<file path="src/rtl/prci_rst_seq.sv">
// prci_rst_seq: PRCI reset sequencer.
// Waits for stable sys/ddr PLL lock, then releases the debug reset and, one
// cycle later, the system reset. Watchdog/software requests pulse the system
// reset for a fixed width while the debug domain stays alive; lock loss drops
// back to the full power-up sequence. The last reset cause is held for the
// APB register file. All outputs come straight from flops.
module prci_rst_seq #(
    parameter int LOCK_DELAY  = 16,  // consecutive locked cycles before release (>=2)
    parameter int HOLD_CYCLES = 32,  // system-reset width for watchdog/software (>=2)
    parameter int CNT_WIDTH   = 8    // must hold max(LOCK_DELAY, HOLD_CYCLES)
) (
    input  logic       i_clk,
    input  logic       i_pwrreset,
    input  logic       i_sys_locked,
    input  logic       i_ddr_locked,
    input  logic       i_dmireset,
    input  logic       i_wdog_rst,
    input  logic       i_sw_rst,
    output logic       o_sys_rst,
    output logic       o_sys_nrst,
    output logic       o_dbg_nrst,
    output logic [1:0] o_state,
    output logic [1:0] o_rst_cause
);

    typedef enum logic [1:0] {
        ST_WAIT_LOCK = 2'd0,
        ST_DBG_REL   = 2'd1,
        ST_RUN       = 2'd2,
        ST_HOLD      = 2'd3
    } state_t;

    localparam logic [1:0] CAUSE_POR  = 2'd0;
    localparam logic [1:0] CAUSE_LOCK = 2'd1;
    localparam logic [1:0] CAUSE_WDOG = 2'd2;
    localparam logic [1:0] CAUSE_SW   = 2'd3;

    // Terminal counts: the transition fires on the last counted cycle, so the
    // number of cycles spent is exactly LOCK_DELAY / HOLD_CYCLES.
    localparam logic [CNT_WIDTH-1:0] LOCK_LAST = CNT_WIDTH'(LOCK_DELAY - 1);
    localparam logic [CNT_WIDTH-1:0] HOLD_LAST = CNT_WIDTH'(HOLD_CYCLES - 1);
    localparam logic [CNT_WIDTH-1:0] CNT_ONE   = CNT_WIDTH'(1);

    state_t               state_q, state_d;
    logic [CNT_WIDTH-1:0] cnt_q, cnt_d;
    logic [1:0]           cause_q, cause_d;
    logic                 locked;
    logic                 sys_rst_d;
    logic                 dbg_nrst_d;

    assign locked      = i_sys_locked & i_ddr_locked;
    assign o_state     = state_q;
    assign o_rst_cause = cause_q;

    // State register: FSM state, shared counter, sticky cause and the output flops.
    always_ff @(posedge i_clk or posedge i_pwrreset) begin
        if (i_pwrreset) begin
            state_q    <= ST_WAIT_LOCK;
            cnt_q      <= '0;
            cause_q    <= CAUSE_POR;
            o_sys_rst  <= 1'b1;
            o_sys_nrst <= 1'b0;
            o_dbg_nrst <= 1'b0;
        end else begin
            state_q    <= state_d;
            cnt_q      <= cnt_d;
            cause_q    <= cause_d;
            o_sys_rst  <= sys_rst_d;
            o_sys_nrst <= ~sys_rst_d;
            o_dbg_nrst <= dbg_nrst_d;
        end
    end

    // Next-state logic: lock loss always wins, then watchdog, then software.
    // The counter is cleared on every state change so it never wraps, and the
    // cause is only written when a reset state is entered.
    always_comb begin
        state_d = state_q;
        cnt_d   = cnt_q;
        cause_d = cause_q;
        case (state_q)
            ST_WAIT_LOCK: begin
                if (!locked) begin
                    cnt_d = '0;
                end else if (cnt_q == LOCK_LAST) begin
                    state_d = ST_DBG_REL;
                    cnt_d   = '0;
                end else begin
                    cnt_d = cnt_q + CNT_ONE;
                end
            end
            ST_DBG_REL: begin
                cnt_d = '0;
                if (!locked) begin
                    state_d = ST_WAIT_LOCK;
                    cause_d = CAUSE_LOCK;
                end else begin
                    state_d = ST_RUN;
                end
            end
            ST_RUN: begin
                cnt_d = '0;
                if (!locked) begin
                    state_d = ST_WAIT_LOCK;
                    cause_d = CAUSE_LOCK;
                end else if (i_wdog_rst) begin
                    state_d = ST_HOLD;
                    cause_d = CAUSE_WDOG;
                end else if (i_sw_rst) begin
                    state_d = ST_HOLD;
                    cause_d = CAUSE_SW;
                end
            end
            ST_HOLD: begin
                // Further watchdog/software pulses are deliberately ignored here.
                if (!locked) begin
                    state_d = ST_WAIT_LOCK;
                    cnt_d   = '0;
                    cause_d = CAUSE_LOCK;
                end else if (cnt_q == HOLD_LAST) begin
                    state_d = ST_RUN;
                    cnt_d   = '0;
                end else begin
                    cnt_d = cnt_q + CNT_ONE;
                end
            end
            default: begin
                state_d = ST_WAIT_LOCK;
                cnt_d   = '0;
            end
        endcase
    end

    // Output decode from the next state so the registered outputs line up with
    // the state register; debug-module reset masks the debug release one cycle late.
    always_comb begin
        sys_rst_d  = 1'b1;
        dbg_nrst_d = 1'b0;
        case (state_d)
            ST_WAIT_LOCK: begin
                sys_rst_d  = 1'b1;
                dbg_nrst_d = 1'b0;
            end
            ST_DBG_REL: begin
                sys_rst_d  = 1'b1;
                dbg_nrst_d = 1'b1;
            end
            ST_RUN: begin
                sys_rst_d  = 1'b0;
                dbg_nrst_d = 1'b1;
            end
            ST_HOLD: begin
                sys_rst_d  = 1'b1;
                dbg_nrst_d = 1'b1;
            end
            default: begin
                sys_rst_d  = 1'b1;
                dbg_nrst_d = 1'b0;
            end
        endcase
        if (i_dmireset) begin
            dbg_nrst_d = 1'b0;
        end
    end

endmodule

</file>
<file path="config.mk">
export PLATFORM = sky130hd
export DESIGN_NAME = prci_rst_seq
export DESIGN_NICKNAME = d
export VERILOG_FILES = /design/src/rtl/prci_rst_seq.sv
export SDC_FILE = /design/constraint.sdc
export NUM_CORES = 1
export LEC_CHECK = 0
export ABC_AREA = 1
export ABC_CLOCK_PERIOD_IN_PS = 1200
export CAP_MARGIN = 10
export CORE_UTILIZATION = 52
export DETAILED_ROUTE_END_ITERATION = 8
export DONT_BUFFER_PORTS = 1
export HOLD_SLACK_MARGIN = 0.1
export PLACE_DENSITY_LB_ADDON = 0.12
export SLEW_MARGIN = 10
export SYNTH_ARGS = -nofsm -noshare
export SYNTH_HDL_FRONTEND = slang
export SYNTH_SLANG_ARGS = --single-unit
export TNS_END_PERCENT = 30
</file>
<file path="constraint.sdc">
create_clock -name i_clk -period 1.2 [get_ports i_clk]
set_input_delay 0.12 -clock i_clk [delete_from_list [all_inputs] [get_ports i_clk]]
set_output_delay 0.12 -clock i_clk [all_outputs]
set_load 0.02 [all_outputs]
</file>
After elaboration in Yosys (flattened, before gate mapping)
Cells that the tools add are included.

cells by class
  add/subtract/negate cells = 1
  equal/unequal tests = 10
  mux-type cells = 22
  bitwise gates (word level) = 2
  reduce and logical (&&, ||, !) cells = 8

operator list
  kind                   number
  $mux W8                4
  $mux W2                12
  $pmux W8 S3            1
  $add A8 B1 Y8 const B  1
  $eq A2 B2 Y1 const B   4
  $eq A8 B4 Y1 const B   1
  $eq A8 B5 Y1 const B   1
  $pmux W2 S4            1
  $reduce_or A3 Y1       2
  $eq A2 B1 Y1 const B   2
  $logic_not A2 Y1       2
  $ne A4 B4 Y1 const B   1
  $pmux W1 S2            2
  $pmux W2 S2            1
  $reduce_or A2 Y1       2
  $reduce_and A3 Y1      1
  $ne A2 B2 Y1 const B   1
  $reduce_bool A2 Y1     1
  $and A1 B1 Y1          1
  $mux W1                1
  $not A1 Y1             1

word-level totals
  register bits = 15
  input bits = 7
  output and inout port bits = 7
  word-level logic and storage cells = 49

Depth between registers and ports, before layout
Gate-level depths: netlist of the first run.

  depth after elaboration = 8
  depth in mapped cells = 8
  gate-level depth less buffers = 8

Least setup slack after synthesis of the first run
No wires, ideal clock.

  kind = register to register
  start = reg cnt_q[0]
  end = reg cnt_q[6]
  arrival = 1.053 ns
  setup slack = 0.020 ns
  cell stages (with the launch flop) = 9
  clock period less this slack = 1.180 ns
  cell sequence = dfrtp_1 > ha_1 > nand2_2 > nor2_4 > nand3_1 > nand2_2 > nand2_1 > inv_2 > nor3_2

on the way
  word-level cells in the longest chain between the ends = 4
  elaborated cells on any way between the ends = 8
  those cells by class = add/sub (1); eq/ne (2); mux (5)

ends and longest elaborated chain
  item                                   RTL line  source
  start, declared                        45        logic [CNT_WIDTH-1:0] cnt_q, cnt_d;
  start signal, assigned                 66        cnt_q <= cnt_d;
  $add A8 B1 Y8 (tied with other cells)  89, 124
  $mux W8, on equally long branches      120, 85
  $mux W8, on equally long branches      116, 83
  $pmux W8 S3 *                          81        case (state_q)
  named net cnt_d[6]                     45

The timed path passes the listed nets; every way through them passes the cells marked *.
A chain may end at the register's enable or synchronous reset.

Worst setup path after layout of the first run
  start = reg cnt_q[0]
  end = reg o_dbg_nrst

on the way
  word-level cells in the longest chain between the ends = 8
  elaborated cells on any way between the ends = 14
  those cells by class = eq/ne (5); mux (7); reduce/logical (2)

ends and longest elaborated chain
  item                                                 RTL line  source
  $eq A8 B5 Y1 / $eq A8 B4 Y1 (equally long branches)  120, 85
  $mux W2, on equally long branches                    120, 85
  $mux W2, on equally long branches                    116, 83
  $pmux W2 S4 *                                        81
  named net state_d[0]                                 44        state_t state_q, state_d;
  $eq A2 B2 Y1 / $eq A2 B1 Y1 (equally long branches)  139       case (state_d)
  $reduce_or A3 Y1 (no source line)                    --
  $pmux W1 S2 *                                        139
  $mux W1 *                                            161       if (i_dmireset) begin
  named net dbg_nrst_d                                 49        logic dbg_nrst_d;
  end signal, assigned                                 70        o_dbg_nrst <= dbg_nrst_d;
  end, declared                                        21        output logic o_dbg_nrst,

Marked as above.

==> run summary, run 1 <==
status: finished, violations left
failing checks: setup timing
Max-slew headroom: 0.638
CTS root buf: clkbuf_4
vias per std cell: 5.05
worst reg2reg endpoint: o_dbg_nrst
Setup WS post-layout: -56.5 ps
Reg2Reg Depth: 8
hpwl dp: 915 um
Main synth FF type: dfrtp_1
synth-to-layout area growth: 28.2%
max incr delay on CP: 410 ps
Final #Nets: 110
final wirelength: 1390 um
R2R setup slack: -60 ps
vias in the first global route: 529
DRT Pass-1 Iters: 4
Max clock buf depth: 2
Worst path slowest cell: dfrtp_1
routed vias: 586
CP arrival: 1430 ps
Max Freq: 0.796 GHz
Final Critical Period: 1260 ps
reg2reg start: cnt_q[0]
Fin Clk Skew: 2.62 ps
final slew viol count: 0
final setup violation count: 7
post-route core utilization: 0.716
most frequent CP cell: nand3_2
number of CTS-inserted buffers: 3
PortBufs: 0
largest area contributor in the netlist: dfrtp_1
ys async rst share: 1.00
Overflow after GRT: 0
CTS sink count: 15
CP bufs+invs: 0
Die Height: 39.4 um
Crit. End Element: flip-flop
row count: 13
die width: 39.4 um
gr usage total: 0.207
initial core utilization: 0.559
RSZ-0062 raised after global routing: yes
number of synthesis warnings: 0
CP cell instances: ha_4, nand2_4, nor2_4, nand3_2, nand2_2, nand3_2, nor2_2, nor2_1
CP startpoint: cnt_q[0]
Synth cell types: 21
HP Class: in -> reg
Synth Area per Inst: 8.45 um^2
Final ANT Viol Nets: 0
CTS clk-pin slew, worst paths: 80 ps
final instance area: 932 um^2
GP Congestion: 0.827
max_cap viols: 0
TritonCTS clock tree: yes
most frequent cell after synthesis: nand2_1
post-place instance area: 783 um^2
ant diodes: 0
pwr dens: 921 mW/mm^2
largest net degree at the start of global routing: 16
HP Start: i_ddr_locked
first-pass GRT wire length: 2070 um
Synth area leaders: dfrtp_1 48%, nand2_1 8.8%, nor2_1 6.7%
Place WS: -57.6 ps
Ports: 14
most frequent cells after synthesis: 17 x nand2_1, 14 x dfrtp_1, 13 x nor2_1, 10 x inv_1, 4 x nand3_1
Post-Syn Nets: 94
VDD IR-drop max: 0.736 mV
sequential area share after synthesis: 0.518
layout filler cell count: 100
crit-path max FO: 3
DRC: 0
Core Area: 0.00130 mm^2
Iter 0 DRT Violations: 4
initial antenna violation count: 0
final hold viol count: 0
Register Area: 377 um^2
crit-path leading delay family: simple AND/OR/NAND/NOR gates
area of the multi-input gates: 360 um^2
CP required: 1370 ps
hold path endpoint: o_state[1]
Gate Count Post-Synth: 86
Period Utilization, post-route: 1.05
kind of critical path: reg -> reg
share of layout cells above drive strength 1: 0.327
Synth Register Bits: 15
P_leak: 0.000468 uW
Mapped Area: 727 um^2
worst skew pair latency: 280 ps
wire per inst: 12.0 um
number of synthesized flops with an enable pin: 0
worst hold path cell count: 2
die area: 0.00155 mm^2
Synth top area share: 0.482
Worst Setup Start Kind: flip-flop
Worst Tran Pin Value: 543 ps
H-tree depth: 1
-- power by group --
| part | total, uW | switching [uW] | internal [uW] |
|---|---|---|---|
| logic | 61.0 | 32.3 | 28.7 |
| clock network | 270 | 146 | 124 |
| registers | 527 | 13.7 | 514 |
-- cells in the final DEF (no fill, tap or decap), types with 5 or more instances in the layout --
cell type and count:
inv_1 10, nor2_2 6, nand2_1 16, dlygate4sd3_1 5, buf_4 6, nor2_1 10, dfrtp_1 14
-- sequential cells by signal (all words and copies together), names as in the netlist --
signal	flops
cnt_q	8
o_rst_cause	2
o_state	2
o_dbg_nrst	1
o_sys_nrst	1
o_sys_rst	1
-- cell type report --
class	count	area share
Clock buffer	3	0.0242
Clock inverter	1	0.00537
Multi-Input combinational cell	58	0.387
Sequential cell	15	0.404
Timing Repair Buffer	11	0.102
Inverter	13	0.0577
Tap cell	15	0.0201
-- per-stage QoR --
stage          total power (uW)  hold slack [ps]  cells  setup TNS [ps]
5_1_grt                     910              138    116            -900
6_report                    858              139    116            -292
3_3_place_gp                575             76.4    106            -313
2_1_floorplan               564             20.8     86               0
4_1_cts                     865              113    116            -137
3_5_place_dp                576             80.2    106            -329
-- logic make-up after synthesis --
family / Yosys count / share of synthesized area
and+or+nand+nor: 47 / 0.318
adders and majority gates: 1 / 0.0172
xor gates and xnor gates: 1 / 0.0121
buffers and inverters: 13 / 0.0671
DFF: 15 / 0.518
AOI/OAI and AO/OA: 9 / 0.0671
-- layer usage --
layer / routed length (um) / global-route usage / up-vias
li1: - / - / 302
met1: 642 / 0.266 / 273
met2: 706 / 0.304 / 11
met3: 42 / 0.0966 / 0
met4: 0 / 0.0690 / 0
met5: 0 / 0 / -
-- how the worst max path moves through the flow --
stage | to | cells after the start
CTS | o_dbg_nrst | 8
global placement | cnt_q[6] | 6
floorplan | cnt_q[6] | 8
finish | o_dbg_nrst | 8
detailed placement | cnt_q[6] | 8
global route | o_dbg_nrst | 8
-- timing repair --
| item | in CTS | in global routing |
|---|---|---|
| pin swaps | 3 | 1 |
| endpoints found under the hold margin | 17 | 0 |
| gates resized for setup | 6 | 9 |
| hold buffers | 5 | 0 |
| setup endpoints to repair | 8 | 11 |
| buffers inserted | 1 | 0 |
Note: power is estimated with default switching activity, not from simulation.
==> inputs of run 2 (changes only) <==
--- a/config.mk
+++ b/config.mk
@@ -7,12 +7,13 @@
 export LEC_CHECK = 0
 export ABC_AREA = 1
 export ABC_CLOCK_PERIOD_IN_PS = 1200
+export BUFFER_PORTS_ARGS = -buffer_cell sky130_fd_sc_hd__buf_2
 export CAP_MARGIN = 10
-export CORE_UTILIZATION = 52
+export CORE_UTILIZATION = 46
 export DETAILED_ROUTE_END_ITERATION = 8
-export DONT_BUFFER_PORTS = 1
 export HOLD_SLACK_MARGIN = 0.1
 export PLACE_DENSITY_LB_ADDON = 0.12
+export SETUP_SLACK_MARGIN = 0.3
 export SLEW_MARGIN = 10
 export SYNTH_ARGS = -nofsm -noshare
 export SYNTH_HDL_FRONTEND = slang
==> run summary, run 2 (same netlist as run 1, synthesis figures left out) <==
status: finished, violations left
failing checks: setup timing
capture point of the critical path: cnt_q[6]
crit-path max FO: 6 (+3)
CTS root buf: clkbuf_4
vias in the first global route: 587 (+11%)
worst skew pair latency: 270 ps (about the same)
TNS Setup: -12.6 ps (+280 ps)
share of layout cells above drive strength 1: 0.417 (+0.0899)
gr usage total: 0.178 (-0.0283)
Final ANT Viol Nets: 0 (unchanged)
PortBufs: 13 (+13)
TritonCTS clock tree: yes
Ports: 14 (unchanged)
final slew viol count: 0 (unchanged)
initial core utilization: 0.526 (-0.0329)
final wirelength: 1420 um (+2.0%)
hpwl dp: 1070 um (+17%)
CP cell instances: ha_4, nand3_1, o21ai_2, nand2_2, inv_4, nor3_2
Reg2Reg Depth: 6 (-2)
synth-to-layout area growth: 34.3%
row count: 13 (unchanged)
routed vias: 615 (+4.9%)
DRC: 0 (unchanged)
H-tree depth: 1 (unchanged)
max incr delay on CP: 400 ps (about the same)
Fin Clk Skew: 11.9 ps (+9.25 ps)
die area: 0.00174 mm^2 (+12%)
wire per inst: 11.5 um (-3.8%)
CP Depth: 6 (-2)
Max Freq: 0.828 GHz (+4.1%)
Biggest register: cnt_q
max_cap viols: 0 (unchanged)
Setup WS post-layout: -7.37 ps (+49.1 ps)
pwr dens: 904 mW/mm^2 (-1.8%)
crit-path leading delay family: flip-flops
CTS clk-pin slew, worst paths: 90 ps (about the same)
HP Class: in -> reg
CP bufs+invs: 1 (+1)
number of CTS-inserted buffers: 3 (unchanged)
Overflow after GRT: 0 (unchanged)
RSZ-0062 raised after global routing: yes
first-pass GRT wire length: 2400 um (+16%)
Max clock buf depth: 2 (unchanged)
vias per std cell: 5.00 (-1.0%)
CP arrival: 1360 ps (-70 ps)
Max-slew headroom: 0.788 (+0.151)
Die Height: 41.8 um (+6.0%)
largest net degree at the start of global routing: 16 (unchanged)
CP required: 1350 ps (-20 ps)
Core Area: 0.00138 mm^2 (+6.3%)
Worst Setup Start Kind: flip-flop
Pwr Total: 883 uW (+2.8%)
P_leak: 0.000482 uW (+3.1%)
CP startpoint: cnt_q[1]
Crit. End Element: flip-flop
initial antenna violation count: 0 (unchanged)
CTS sink count: 15 (unchanged)
die width: 41.8 um (+6.0%)
ant diodes: 0 (unchanged)
kind of critical path: reg -> reg
Iter 0 DRT Violations: 8 (+4)
Min Hold Slack: 158 ps (+18.1 ps)
worst reg2reg endpoint: cnt_q[6]
final setup violation count: 3 (-4)
reg2reg start: cnt_q[1]
most frequent cells in the layout: 16 x nand2_1, 14 x dfrtp_1, 11 x nor2_1
Final Critical Period: 1210 ps (-49.1 ps)
number of flip-flops in the largest register: 8 (unchanged)
DRT Pass-1 Iters: 4 (unchanged)
post-route core utilization: 0.706 (-0.0105)
final hold viol count: 0 (unchanged)
most common cell after layout, fill and taps aside: nand2_1
GP Congestion: 0.778 (-6.0%)
Worst Tran Pin Value: 317 ps (-226 ps)
Worst path slowest cell: dfrtp_1
R2R setup slack: -7 ps (+50 ps)
Final #Nets: 117 (+6.4%)
Period Utilization, post-route: 1.01 (-0.0409)
VDD IR-drop max: 0.656 mV (-11%)
-- run 2: changes by cell type in the layout (fill, tap and decap cells not counted), moves of 2 or more --
cell           change
buf_2              +6
nor3_4             -2
buf_4              -3
dlygate4sd3_1      -3
inv_1              -3
o21ai_0            -2
buf_6              +7
inv_2              +2
-- run 2: worst min-delay path by stage --
stage	from	endpoint	slack, ps	cells past startpoint
2_1_floorplan	i_pwrreset	cnt_q[0]	20	1
3_3_place_gp	i_pwrreset	o_rst_cause[0]	190	2
3_5_place_dp	i_pwrreset	o_rst_cause[1]	190	2
4_1_cts	i_sys_locked	cnt_q[4]	150	3
5_1_grt	i_sys_locked	cnt_q[4]	180	3
6_report	i_sys_locked	cnt_q[4]	160	3
-- run 2: stage by stage --
| stage | instances | setup WS [ps] | cell area, um^2 |
|---|---|---|---|
| after floorplan | 86 | 31.5 | 734 |
| after global placement | 117 | -38.2 | 841 |
| after detailed placement | 117 | -57.9 | 841 |
| after CTS | 123 | -68.3 | 943 |
| after global routing | 123 | -89.4 | 976 |
| final | 123 | -7.37 | 976 |
-- run 2: worst reg2reg max path: cells and delay by family (launching register included) --
family / cells / cell delay (ps)
flops: 1 / 400
simple gates: 3 / 260
compound gates: 1 / 180
fa+ha+maj: 1 / 170
buf+inv: 1 / 90
-- run 2: what timing repair did --
item	in CTS	in global routing
buffers inserted	0	0
endpoints found under the hold margin	15	0
pin swaps	9	6
setup endpoints to repair	21	36
gates resized for setup	22	7
hold buffers	2	0
-- run 2: power breakdown --
| part | leakage (uW) | switching, uW | total [uW] | internal (uW) |
|---|---|---|---|---|
| clock network | 0.0000150 | 150 | 279 | 128 |
| registers | 0.000204 | 7.91 | 522 | 514 |
| logic | 0.000263 | 43.9 | 82.0 | 38.1 |
| total | 0.000482 | 202 | 883 | 680 |
-- run 2: per-layer routing --
layer,up-vias,share of wire,track usage
met5,-,0,0
met4,0,0.011,0.0581
met3,2,0.019,0.0261
met2,6,0.49,0.303
met1,289,0.48,0.231
li1,318,-,-
-- run 2: area by class of cell --
type	count	area, um^2
tap	15	18.8
inverter	13	55.1
fill	109	407
multi-input combinational	58	348
clock buffer	4	26.3
timing repair buffer	18	151
sequential	15	377
